--- src/rtl/spi_req_arbiter_pkg.sv ---
// Shared constants and state encoding for the SPI request arbiter.
// The width defaults are common to the arbiter and the SPI master it feeds.
package spi_req_arbiter_pkg;

    localparam int SPI_A_WIDTH  = 8;
    localparam int SPI_D_WIDTH  = 16;
    localparam int ARB_N_REQ    = 4;
    localparam int ARB_START_TO = 4;

    typedef enum logic [2:0] {
        IDLE    = 3'd0,
        LAUNCH  = 3'd1,
        WAIT_LO = 3'd2,
        WAIT_HI = 3'd3,
        FINISH  = 3'd4
    } arb_state_t;

endpackage

--- src/rtl/spi_req_arbiter_rr_pick.sv ---
// Round-robin priority pick: one-hot select of the first set request found
// when searching upward from index ptr, wrapping modulo N_REQ.
module rr_pick
    import spi_req_arbiter_pkg::*;
#(
    parameter int N_REQ = ARB_N_REQ,
    parameter int PW    = (N_REQ > 1) ? $clog2(N_REQ) : 1
) (
    input  logic [N_REQ-1:0] req,
    input  logic [PW-1:0]    ptr,
    output logic [N_REQ-1:0] sel
);

    logic found;

    // For each search distance from ptr, take the requester at that distance
    // if nothing closer was already taken.
    always_comb begin
        sel   = '0;
        found = 1'b0;
        for (int d = 0; d < N_REQ; d++) begin
            for (int j = 0; j < N_REQ; j++) begin
                if (!found && req[j] && (((j + N_REQ - int'(ptr)) % N_REQ) == d)) begin
                    sel[j] = 1'b1;
                    found  = 1'b1;
                end
            end
        end
    end

endmodule

--- src/rtl/spi_req_arbiter.sv ---
// Arbitrates N_REQ requesters onto a single SPI master, one transaction at
// a time, with a start timeout in case the master never drops chip select.
//
// state   | meaning
// --------+---------------------------------------------------------------
// IDLE    | no transaction; grant the round-robin winner when m_cs is high
// LAUNCH  | operands registered; m_start pulses for this one cycle
// WAIT_LO | waiting for m_cs to fall; timeout raises err and returns idle
// WAIT_HI | transfer in progress; waiting for m_cs to rise again
// FINISH  | done pulse for the granted requester; read data already loaded
module spi_req_arbiter
    import spi_req_arbiter_pkg::*;
#(
    parameter int N_REQ    = ARB_N_REQ,
    parameter int A_WIDTH  = SPI_A_WIDTH,
    parameter int D_WIDTH  = SPI_D_WIDTH,
    parameter int START_TO = ARB_START_TO
) (
    input  logic                       clk,
    input  logic                       rst,
    input  logic [N_REQ-1:0]           req,
    input  logic [N_REQ-1:0]           req_rw,
    input  logic [N_REQ*A_WIDTH-1:0]   req_addr,
    input  logic [N_REQ*D_WIDTH-1:0]   req_wdata,
    output logic [N_REQ-1:0]           gnt,
    output logic [N_REQ-1:0]           done,
    output logic [D_WIDTH-1:0]         rdata,
    output logic                       err,
    output logic                       m_start,
    output logic                       m_r_w,
    output logic [A_WIDTH-1:0]         m_addr,
    output logic [D_WIDTH-1:0]         m_wdata,
    input  logic                       m_cs,
    input  logic [D_WIDTH-1:0]         m_rdata
);

    localparam int PW = (N_REQ > 1) ? $clog2(N_REQ) : 1;
    localparam int TW = (START_TO > 1) ? $clog2(START_TO) : 1;

    arb_state_t         state, state_nxt;
    logic [PW-1:0]      ptr, ptr_nxt;
    logic [N_REQ-1:0]   sel, gsel;
    logic [TW-1:0]      to_cnt;
    logic               launch, timeout, rd_load;
    logic               sel_rw;
    logic [A_WIDTH-1:0] sel_addr;
    logic [D_WIDTH-1:0] sel_wdata;

    rr_pick #(.N_REQ(N_REQ), .PW(PW)) u_rr_pick (
        .req (req),
        .ptr (ptr),
        .sel (sel)
    );

    // gnt is decided in the IDLE cycle itself and is forced low while rst is
    // held, since requests may already be high during reset.
    assign gnt = sel & {N_REQ{launch & ~rst}};

    // Operands of the winner and the pointer value that follows it.
    always_comb begin
        ptr_nxt   = ptr;
        sel_rw    = 1'b0;
        sel_addr  = '0;
        sel_wdata = '0;
        for (int k = 0; k < N_REQ; k++) begin
            if (sel[k]) begin
                ptr_nxt   = PW'((k + 1) % N_REQ);
                sel_rw    = req_rw[k];
                sel_addr  = req_addr[k*A_WIDTH +: A_WIDTH];
                sel_wdata = req_wdata[k*D_WIDTH +: D_WIDTH];
            end
        end
    end

    // Next-state logic and the state-decoded strobes.
    always_comb begin
        state_nxt = state;
        launch    = 1'b0;
        timeout   = 1'b0;
        rd_load   = 1'b0;
        m_start   = 1'b0;
        done      = '0;
        case (state)
            IDLE: begin
                if ((req != '0) && m_cs) begin
                    launch    = 1'b1;
                    state_nxt = LAUNCH;
                end
            end
            LAUNCH: begin
                m_start   = 1'b1;
                state_nxt = WAIT_LO;
            end
            WAIT_LO: begin
                if (!m_cs) begin
                    state_nxt = WAIT_HI;
                end else if (to_cnt == TW'(START_TO - 1)) begin
                    timeout   = 1'b1;
                    state_nxt = IDLE;
                end
            end
            WAIT_HI: begin
                if (m_cs) begin
                    rd_load   = m_r_w;
                    state_nxt = FINISH;
                end
            end
            FINISH: begin
                done      = gsel;
                state_nxt = IDLE;
            end
            default: state_nxt = IDLE;
        endcase
    end

    // State register.
    always_ff @(posedge clk or posedge rst) begin
        if (rst) state <= IDLE;
        else     state <= state_nxt;
    end

    // Capture pointer, granted requester and operands on each grant.
    always_ff @(posedge clk or posedge rst) begin
        if (rst) begin
            ptr     <= '0;
            gsel    <= '0;
            m_r_w   <= 1'b0;
            m_addr  <= '0;
            m_wdata <= '0;
        end else if (launch) begin
            ptr     <= ptr_nxt;
            gsel    <= sel;
            m_r_w   <= sel_rw;
            m_addr  <= sel_addr;
            m_wdata <= sel_wdata;
        end
    end

    // Start timeout: cleared in LAUNCH, counts the cycles spent in WAIT_LO.
    always_ff @(posedge clk or posedge rst) begin
        if (rst)                    to_cnt <= '0;
        else if (state == LAUNCH)   to_cnt <= '0;
        else if (state == WAIT_LO)  to_cnt <= to_cnt + 1'b1;
    end

    // err pulses in the first IDLE cycle after a start timeout.
    always_ff @(posedge clk or posedge rst) begin
        if (rst) err <= 1'b0;
        else     err <= timeout;
    end

    // Read data is loaded as m_cs rises so it is valid alongside done.
    always_ff @(posedge clk or posedge rst) begin
        if (rst)          rdata <= '0;
        else if (rd_load) rdata <= m_rdata;
    end

endmodule

--- config.mk ---
export PLATFORM = sky130hd
export DESIGN_NAME = spi_req_arbiter
export DESIGN_NICKNAME = d
export VERILOG_FILES = /design/src/rtl/spi_req_arbiter_pkg.sv /design/src/rtl/spi_req_arbiter_rr_pick.sv /design/src/rtl/spi_req_arbiter.sv
export SDC_FILE = /design/constraint.sdc
export NUM_CORES = 1
export LEC_CHECK = 0
export BUFFER_PORTS_ARGS = -buffer_cell sky130_fd_sc_hd__buf_4
export CAP_MARGIN = 15
export CORE_UTILIZATION = 32
export DETAILED_ROUTE_END_ITERATION = 12
export PLACE_DENSITY = 0.71
export SLEW_MARGIN = 10
export SYNTH_ARGS = -nofsm -noshare
export SYNTH_HDL_FRONTEND = slang
export SYNTH_HIERARCHICAL = 1
export SYNTH_SLANG_ARGS = --single-unit
--- constraint.sdc ---
create_clock -name clk -period 3.1 [get_ports clk]
set_input_delay 0.62 -clock clk [delete_from_list [all_inputs] [get_ports clk]]
set_output_delay 0.62 -clock clk [all_outputs]
set_load 0.02 [all_outputs]
Word-level counts from Yosys, hierarchy flattened --
Index checks and enable logic that the tools add are counted.
Cells by class: muxes and demuxes 62, divide/modulo/power cells 0, reductions and logical operators 61, shift operators 0, eq/ne operators 20, $add $sub $neg 5, multiply operators 0, order comparisons 0, bitwise operators 7
Operators with widths (number):
- 32-bit zero test | 4
- 16-bit two-way mux | 4
- 1-bit two-way mux | 42
- 1-bit logical AND | 32
- 8-bit two-way mux | 4
- 3-bit equality test, second input constant | 9
- 3-bit by 2-bit equality test with 1-bit output, second input constant | 6
- 3-bit by 2-bit subtractor with 4-bit output, first input constant | 4
- 1-bit zero test | 15
- 2-bit two-way mux | 6
- 3-bit two-way mux | 4
- 3-bit one-hot mux with 4 select lines | 1
- 4-bit nonzero test | 2
- 2-bit OR reduction | 4
- 1-bit AND | 5
- 4-bit AND | 1
- 4-bit two-way mux | 1
- 2-bit != test, second input constant | 2
- 3-bit by 1-bit equality test with 1-bit output, second input constant | 1
- 3-bit zero test | 1
- 3-bit != test, second input constant | 1
- 3-bit AND reduction | 1
- 2-bit by 1-bit adder with 2-bit output, second input constant | 1
- 2-bit equality test, second input constant | 1
- other kinds (3) | 3
Word-level totals: bits in read-only memories 0, logic and storage cells 164, memory bits (writable) 0, bits of input ports 123, flip-flop bits (word level) 53, output and inout bits 51, memories kept 0, latch bits 0

Depth between registers and ports, before layout --
Gate-level depths: netlist of run 1.
word-level depth 68, mapped depth 8, depth with buffers taken out 6

Modules after synthesis --
Netlist of run 1, hierarchy kept.
Modules (own cells, without submodules):
- spi_req_arbiter | cells each 315, times used 1, area an instance 3076.7 um^2, sequential area each 1326.3 um^2
- rr_pick | cells each 16, times used 1, area an instance 110.1 um^2, sequential area each 0.0 um^2

Worst setup path after synthesis of run 1 --
OpenSTA, ideal clock, no wires.
path kind in2out, start input port rst, end output port gnt[1], path buffers 0, required time 2480 ps, cell stages on the path 2, arrival time 2179 ps, path slack 301 ps, path through inv_1 > and3_1
Between the ends: cells in the longest elaborated chain, start to end 3
Ends and longest elaborated chain:
- from (decl) | RTL line spi_req_arbiter.sv:20 | input logic rst,
- 1-bit inverter | RTL line spi_req_arbiter.sv:57 | assign gnt = sel & {N_REQ{launch & ~rst}};
- 1-bit AND | RTL line spi_req_arbiter.sv:57
- 4-bit AND | RTL line spi_req_arbiter.sv:57
- to (decl) | RTL line spi_req_arbiter.sv:25 | output logic [N_REQ-1:0] gnt,
No other way between the ends.

Worst setup path after layout of run 1 --
start register state[0], end output port gnt[3]
Between the ends: cells in the longest elaborated chain, start to end 4
Ends and longest elaborated chain:
- from (decl) | RTL line spi_req_arbiter.sv:40 | arb_state_t state, state_nxt;
- from (signal assigned) | RTL line spi_req_arbiter.sv:119 | else state <= state_nxt;
- 3-bit zero test | RTL line spi_req_arbiter.sv:83 | case (state)
- 1-bit two-way mux | RTL line spi_req_arbiter.sv:83
- 1-bit AND | RTL line spi_req_arbiter.sv:57
- 4-bit AND | RTL line spi_req_arbiter.sv:57
No other way between the ends.

==> flow_summary.yaml, run 1 <==
power:
  powerDensity_nw_per_um2: 815
  ir_worst_vdd_mv: 0.471
  power_mw: 3.82
  p_leak_nw: 2.30
routing:
  drc: 0
  dr.first_iter.drc_count: 107
  first_pass_iters: 4
  vias: 3201
  viasPerCell: 5.10
  ant_nets: 0
  wl_microns: 9670
  wl_per_cell_microns: 15.4
placement:
  placed_area_sq_um: 4600
  dp_hpwl_microns: 7420
  place_congestion: 0.765
  buffer_ports.inserted: 173
logic_synthesis:
  synth_top_area_frac: 0.416
  yosysWarnings: 6
  syn-cell-area_sq_um: 3190
  netlist_top_cells_area: "dfrtp_1, a21oi_1, a221o_1"
  synth_cells: 331
  ys_async_sr_fraction: 1.00
  syn_nets: 455
  synth_cell_types: 47
  avgSynthCellArea_sq_um: 9.63
  synth_edf_count: 0
  synth_commonest_cells: "dfrtp_1, a21oi_1, inv_1"
  ys_seq_elements: 53
  yosysSeqAreaShare: 0.416
  yosysMostFrequentCell: "dfrtp_1"
  ys_dominant_reg_cell: "dfrtp_1"
  synth_top_area_cell: "dfrtp_1"
global_route:
  antenna_found_initial: 0
  grt_pass1_wl_microns: 14900
  grt.total_usage: 0.183
  grt_max_degree: 39
  globalRouteOverflowTotal: 0
  grt_pass1_vias: 3055
floorplan:
  ios: 174
  fp.coreArea_sq_um: 9730
  fp-row-count: 36
  initial_core_util: 0.328
  die_w_microns: 102
  fp.dieH_microns: 102
  die_area_sq_um: 10400
sta:
  rsz0062_at_grt: "no"
  report.final.slew_viol_count: 0
  slew_headroom: 0.631
  tns_ps: 0
  fin_crit_sh: 0.850
  max_freq_mhz: 380
  finalHoldViolCount: 0
  fin_crit_ps: 2630
  whs_ps: 471
  setup_viol: 0
  skew_ps: 4.75
  tightest_slew_ps: 551
critical_path:
  cp.required_ps: 2480
  cp-start-kind: "flop"
  endpoint_kind: "output port"
  worstSetupPathType: "flop to output port"
  cp_max_fo: 20
  crit_arrival_ps: 2010
  cp_slowest_cell: "dfrtp_1"
  path_cells: "nor4b_4, and2_4, and3_1, buf_4"
  critPathTopFamily: "simple AND/OR/NAND/NOR gates"
  worst-path-buf-inv: 1
  max_stage_delay_ps: 530
cts:
  cts_resized: 0
  post_cts_buffers: 0
  worstSkewPairLatency_ps: 300
  hold_buffers: 0
  cts_made_buffers: 5
  cts_tree: "done"
  path_clk_slew_ps: 100
  cts.sinks: 53
  cts_buffer_depth: 2
  htree_levels: 2
  root_buffer: "clkbuf_8"
layout:
  antenna_cells: 0
  syn_to_final_growth_pct: 47.2
  layout-drive-gt1-share: 0.436
  finish.instance_area_sq_um: 4690
  final_nets: 618
flow_run:
  cap_violations: 0
min_path:
  hold_class: "input pin to async pin"
outcome:
  status: "complete, no violations"
## registers in the layout (all words and copies together) (netlist names)
signal / cells
gsel: 4
state: 3
ptr: 2
m_r_w: 1
to_cnt: 2
err: 1
m_wdata: 16
m_addr: 8
rdata: 16
## final timing paths
kind,start,end,slack [ps],depth (start not counted)
max,state[0]$_DFFE_PP0P_,gnt[3],470,4
min,rst,rdata[10]$_DFFE_PP0P_,470,3
max reg2reg,ptr[1]$_DFFE_PP0P_,m_wdata[11]$_DFFE_PP0P_,990,7
min reg2reg,m_wdata[10]$_DFFE_PP0P_,m_wdata[10]$_DFFE_PP0P_,500,1
max in group asynchronous,rst,state[0]$_DFFE_PP0P_,2320,3
min in group clk,m_wdata[10]$_DFFE_PP0P_,m_wdata[10]$_DFFE_PP0P_,500,1
## metrics by stage
stage	setup slack, ps	std cells	util
after floorplan	301	331	-
after global placement	600	620	0.473
after detailed placement	553	620	0.473
after CTS	424	628	0.482
after global routing	333	628	0.482
final	466	628	0.482
## routing by layer
metal | part of all wire | track usage | up-vias
met1 | 0.43 | 0.239 | 1537
met2 | 0.50 | 0.316 | 110
met3 | 0.057 | 0.0297 | 6
li1 | - | - | 1548
met5 | 0 | 0 | -
met4 | 0.0081 | 0.0446 | 0
## logic make-up after synthesis
family,Yosys count,share of synthesized area
and+or+nand+nor,88,0.178
adders and majority gates,1,0.00393
muxes,21,0.0738
AOI/OAI and AO/OA,114,0.250
buffers and inverters,54,0.0777
DFF,53,0.416
## layout by cell type (no fill, tap or decap), drive strengths merged, types with 2 or more instances in the layout
cell type,n
buf,186
dfrtp,53
a21oi,38
inv,25
nand2,20
mux2,20
nand3b,17
a221o,17
a31oi,17
nand2b,9
nand3,9
a21o,9
o2bb2ai,9
and3b,8
a211oi,8
and2,6
o21ai,5
clkbuf,5
nor2,3
nor3,3
and3,3
nor3b,3
o22ai,2
a2bb2oi,2
## power by group
part | internal [mW] | leakage [nW] | switching (mW)
sequential | 1.02 | 0.637 | 0.246
combinational | 1.02 | 1.62 | 1.14
clock | 0.161 | 0.0445 | 0.231
## area by class of cell
class	count	area [sq um]
fillers	918	5040
multi-input cells	224	1620
repair buffers	186	1400
flip-flops and latches	53	1330
well taps	133	166
inverters	24	90.1
clock buffers	5	68.8
clock inverters	3	21.3
## worst reg2reg max path, cell delays in order, from the launching register on
cell and delay (ps):
dfrtp_1 500, inv_1 120, o21ai_0 90, a32o_2 290
buf_4 220, nor3b_2 500, a211oi_1 160, o2bb2ai_1 160
(Power assumes the default switching activity.)
==> inputs of run 2 (changes only) <==
- ABC_AREA: default -> 1
- PLACE_DENSITY: 0.71 -> 0.7
- clock period: 3.1 -> 2.6 ns (I/O delays scaled with it)
==> flow_summary.yaml, run 2 <==
power:
  power_mw: 5.89
  powerDensity_nw_per_um2: 1150
  p_leak_nw: 2.78
  ir_worst_vdd_mv: 0.486
cts:
  cts_buffer_depth: 2
  path_clk_slew_ps: 100
  worstSkewPairLatency_ps: 310
  hold_buffers: 0
  cts.sinks: 53
  htree_levels: 2
  cts_made_buffers: 5
  cts_tree: "done"
  root_buffer: "clkbuf_8"
placement:
  place_congestion: 0.841
  dp_hpwl_microns: 8070
  dp_cells: 787
  buffer_ports.inserted: 173
  place_ws_ps: -113
logic_synthesis:
  yosysWarnings: 6
  yosysMostFrequentCell: "nand2_1"
  synth_edf_count: 0
  ys_async_sr_fraction: 1.00
  avgSynthCellArea_sq_um: 6.86
  ys_seq_elements: 53
  synth_cell_types: 30
  syn_nets: 614
  synth_commonest_cells: "nand2_1, nand3_1, dfrtp_1"
  syn-cell-area_sq_um: 3360
  ys_dominant_reg_cell: "dfrtp_1"
  synth_cells: 490
  synth_top_area_cell: "dfrtp_1"
  synth_top_area_frac: 0.394
  yosysSeqAreaShare: 0.394
  netlist_top_cells_area: "dfrtp_1, nand2_1, nand3_1"
layout:
  layout-drive-gt1-share: 0.383
  final_nets: 794
  finalNonFillerCells: 807
  final_util: 0.497
  layout_common_cells: "buf_4, nand2_1, nand3_1"
  top_regs: "m_wdata (16), rdata (16), m_addr (8)"
  final_common_cell: "buf_4"
  antenna_cells: 0
  syn_to_final_growth_pct: 52.0
floorplan:
  ios: 174
  fp-row-count: 37
  die_area_sq_um: 10900
  initial_core_util: 0.327
  die_w_microns: 105
  fp.coreArea_sq_um: 10300
  fp.dieH_microns: 105
sta:
  fin_crit_ps: 2710
  tns_ps: -367
  rsz0062_at_grt: "yes"
  skew_ps: 10.6
  max_freq_mhz: 368
  setup_viol: 4
  report.final.slew_viol_count: 0
  fin_ws_ps: -114
  tightest_slew_ps: 687
  fin_crit_sh: 1.04
  finalHoldViolCount: 0
  slew_headroom: 0.542
critical_path:
  cp_max_fo: 6
  worstSetupPathType: "flop to output port"
  crit_arrival_ps: 2190
  cp-start-kind: "flop"
  endpoint_kind: "output port"
  cp.required_ps: 2080
routing:
  ant_nets: 0
  met1_length_microns: 4770
  wl_microns: 11400
  dr.first_iter.drc_count: 208
  viasPerCell: 4.85
  wl_per_cell_microns: 14.1
  top_layer: "met4"
  vias: 3915
  wl_met2_microns: 5830
  drc: 0
  first_pass_iters: 5
  dr_wl_met3_microns: 628
outcome:
  violations: "negative setup slack"
  status: "finished with violations"
flow_run:
  cap_violations: 0
global_route:
  antenna_found_initial: 0
  grt_pass1_wl_microns: 18700
  grt.total_usage: 0.211
  grt_max_degree: 54
  grt_pass1_vias: 3824
  globalRouteOverflowTotal: 0
min_path:
  hold_class: "input pin to async pin"
-- run 2: changes by cell type after synthesis, moves of 10 or more --
cell      before  now
a21oi_1       38    9
a221o_1       17    0
a31oi_1       17    0
inv_1         24   50
mux2_1        10    0
mux2_2        10    0
nand2_1       19  169
nand3_1        9   70
nand3b_1      17    0
nand4_1        0   22
nor2_1         3   24
o21ai_0        5   19
or2_2          1   16
-- run 2: power by group --
part | internal, mW | total [mW] | leakage (nW) | switching [mW]
logic | 1.61 | 3.96 | 2.06 | 2.35
clock network | 0.196 | 0.488 | 0.0423 | 0.291
registers | 1.19 | 1.45 | 0.681 | 0.261
-- run 2: cell families (layout without fill, tap and decap cells) --
group           count (synthesis)  count (layout)  synth area share
compound gates                 36              36            0.0566
fa+ha+maj                       1               1           0.00372
buf+inv                        79             259            0.0975
flops                          53              53             0.394
simple gates                  321             322             0.448
-- run 2: area by class of cell --
cell class	count	area (sq um)
clock buffers	5	68.8
clock inverters	3	26.3
fillers	1043	5170
inverters	54	208
multi-input cells	359	1770
flip-flops and latches	53	1330
well taps	136	170
repair buffers	197	1540
-- run 2: per-stage QoR --
stage               hold slack (ps)  cell area [sq um]
floorplan                       446               3380
global placement                463               4840
detailed placement              467               4840
CTS                             451               5010
global route                    446               5110
finish                          453               5110
-- run 2: repair_timing --
| item | CTS | global route |
|---|---|---|
| endpoints found under the setup margin | 24 | 31 |
| cloned | 1 | 0 |
| pin swaps | 4 | 11 |
| setup buffers | 5 | 9 |
| gates resized for setup | 17 | 10 |
-- run 2: routing by layer --
layer | global-route usage | up-vias
met5 | 0 | -
li1 | - | 1925
met2 | 0.384 | 162
met3 | 0.0282 | 12
met4 | 0.0418 | 0
met1 | 0.266 | 1816
-- run 2: final timing paths --
| check | start | slack (ps) | endpoint | cells after the start |
|---|---|---|---|---|
| worst max-delay path | ptr[1]$_DFFE_PP0P_ | -110 | gnt[1] | 13 |
| worst min-delay path | rst | 450 | rdata[10]$_DFFE_PP0P_ | 3 |
| worst max register to register | ptr[1]$_DFFE_PP0P_ | 140 | m_wdata[5]$_DFFE_PP0P_ | 15 |
| worst min register to register | m_wdata[0]$_DFFE_PP0P_ | 490 | m_wdata[0]$_DFFE_PP0P_ | 2 |
| max in group asynchronous | rst | 1660 | ptr[0]$_DFFE_PP0P_ | 3 |
| min in group clk | m_rdata[13] | 460 | rdata[13]$_DFFE_PP0P_ | 3 |
-- run 2: critical path, cell delays in order, from the launching register on --
cell and delay (ps):
dfrtp_2 490, inv_2 70, nand3_2 80, nand3_2 100
nor2_4 120, nand4_4 100, nor2_4 140, nand4_4 100
nor2_4 150, nand2_1 70, o21bai_2 160, inv_2 70
nor2_2 100, buf_6 130
==> inputs of run 3 (changes only) <==
- CORE_UTILIZATION: 32 -> 46
- PLACE_DENSITY: 0.7 -> 0.91
- SKIP_LAST_GASP: default -> 1
==> flow_summary.yaml, run 3 (synthesis gave the netlist of run 2 again) <==
outcome:
  status: "finished with violations"
  violations: "negative setup slack"
critical_path:
  critPathTopFamily: "buffers and inverters"
  crit_arrival_ps: 2280
  rr_endpoint: "m_wdata[14]$_DFFE_PP0P_"
  max_stage_delay_ps: 490
  path_cells: "inv_2, buf_4, buf_6, buf_4, nor2_4, nand2_2, buf_6, nand4_1, nand3_1, o21bai_4, inv_2, nor2_4, buf_6"
  ff2ff_path_depth: 18
  endpoint_kind: "output port"
  rrSetupSlack_ps: -10
  worstSetupPathType: "flop to output port"
  cp_max_fo: 6
  worst-path-buf-inv: 7
  cp-start-kind: "flop"
  cp_slowest_cell: "dfrtp_2"
  cp.required_ps: 2080
  reg2reg_from: "ptr[1]$_DFFE_PP0P_"
  cp_common_cell: "buf_6"
cts:
  worstSkewPairLatency_ps: 320
  htree_levels: 2
  root_buffer: "clkbuf_8"
  cts_buffer_depth: 2
  path_clk_slew_ps: 110
  cts.sinks: 53
  cts_tree: "done"
  cts_made_buffers: 5
sta:
  setup_viol: 5
  fin_crit_ps: 2800
  whs_ps: 441
  fin_ws_ps: -202
  fin_crit_sh: 1.08
  slew_headroom: 0.536
  max_freq_mhz: 357
  skew_ps: 11.6
  finalHoldViolCount: 0
  rsz0062_at_grt: "yes"
  report.final.slew_viol_count: 0
  tightest_slew_ps: 696
layout:
  finish.instance_area_sq_um: 5380
  final_util: 0.775
  layout-drive-gt1-share: 0.425
  final_nets: 813
  final_common_cell: "buf_4"
  top_regs: "m_wdata (16), rdata (16), m_addr (8)"
  antenna_cells: 0
  finalNonFillerCells: 786
  syn_to_final_growth_pct: 60.1
  layout_common_cells: "buf_4, nand2_1, nand3_1"
placement:
  dp_hpwl_microns: 8460
  dp_cells: 751
  buffer_ports.inserted: 173
  placed_area_sq_um: 4800
  place_ws_ps: -170
  place_congestion: 0.924
power:
  ir_worst_vdd_mv: 0.580
  switching_share: 0.490
  seqPwrFrac: 0.224
  p_leak_nw: 2.92
  pwr-share-comb: 0.698
  powerDensity_nw_per_um2: 1220
  p_switching_mw: 3.21
  p_clk_frac: 0.078
  p_int_mw: 3.34
floorplan:
  initial_core_util: 0.484
  ios: 174
  die_area_sq_um: 7650
  fp-row-count: 30
  die_w_microns: 87.5
  fp.dieH_microns: 87.5
  fp.coreArea_sq_um: 6940
routing:
  ant_nets: 0
  wl_per_cell_microns: 15.8
  wl_microns: 12500
  dr.first_iter.drc_count: 250
  viasPerCell: 5.42
  vias: 4264
  first_pass_iters: 5
  drc: 0
global_route:
  grt.total_usage: 0.314
  grt_pass1_vias: 4072
  globalRouteOverflowTotal: 0
  grt_pass1_wl_microns: 18600
  antenna_found_initial: 0
  grt_max_degree: 54
min_path:
  hold_class: "input pin to async pin"
flow_run:
  cap_violations: 0
[run 3: changes by cell type in the layout (fill, tap and decap cells not counted), sizes merged]
cell / change
nor2: +1
clkinvlp: -1
clkbuf: +2
inv: +1
buf: +16
[run 3: worst register-to-register path: cells and delay by family, from the launching register on]
kind | cells | cell delay (ps)
buffers and inverters | 8 | 1040
AND/OR/NAND/NOR | 9 | 830
flip-flops | 1 | 490
AO/OA/AOI/OAI | 1 | 200
[run 3: repair_timing]
| item | in CTS | in global routing |
|---|---|---|
| cloned | 1 | 3 |
| pin swaps | 11 | 27 |
| endpoints found under the setup margin | 23 | 31 |
| setup buffers | 20 | 10 |
| resized for setup | 26 | 36 |
| hold buffers | 0 | 0 |
[run 3: metal layers]
layer / wire, microns / GRT usage
met3: 999 / 0.0692
met1: 4470 / 0.362
met2: 6580 / 0.555
met5: 0 / 0
met4: 401 / 0.143
[run 3: layout make-up]
cell class | count | area [sq um]
Fill cell | 516 | 1560
Timing Repair Buffer | 215 | 1740
Tap cell | 96 | 120
Inverter | 54 | 208
Sequential cell | 53 | 1330
Multi-Input combinational cell | 360 | 1900
Clock inverter | 3 | 25.0
Clock buffer | 5 | 68.8
[run 3: worst max path at each step]
stage                                  start                      to  slack (ps)  depth (start not counted)
after floorplan                       req[1]                  gnt[2]          20                         13
after global placement                req[1]  m_wdata[2]$_DFFE_PP0P_         -30                         17
after detailed placement              req[1]  m_wdata[9]$_DFFE_PP0P_        -170                         17
after CTS                 ptr[0]$_DFFE_PP0P_                  gnt[1]        -130                         13
after global routing      ptr[1]$_DFFE_PP0P_                  gnt[3]        -300                         13
final                     ptr[1]$_DFFE_PP0P_                  gnt[1]        -200                         13
[run 3: power by group through the flow]
stage | sequential [mW] | clock [mW] | combinational (mW)
2_1_floorplan | 1.75 | 0 | 2.00
3_3_place_gp | 1.43 | 0 | 3.46
3_5_place_dp | 1.44 | 0 | 3.59
4_1_cts | 1.45 | 0.510 | 4.03
5_1_grt | 1.50 | 0.539 | 4.89
6_report | 1.47 | 0.510 | 4.57
[run 3: metrics by stage]
stage | TNS, ps | total power, mW
2_1_floorplan | 0 | 3.76
3_3_place_gp | -52.6 | 4.90
3_5_place_dp | -2140 | 5.03
4_1_cts | -353 | 5.99
5_1_grt | -2140 | 6.93
6_report | -762 | 6.54
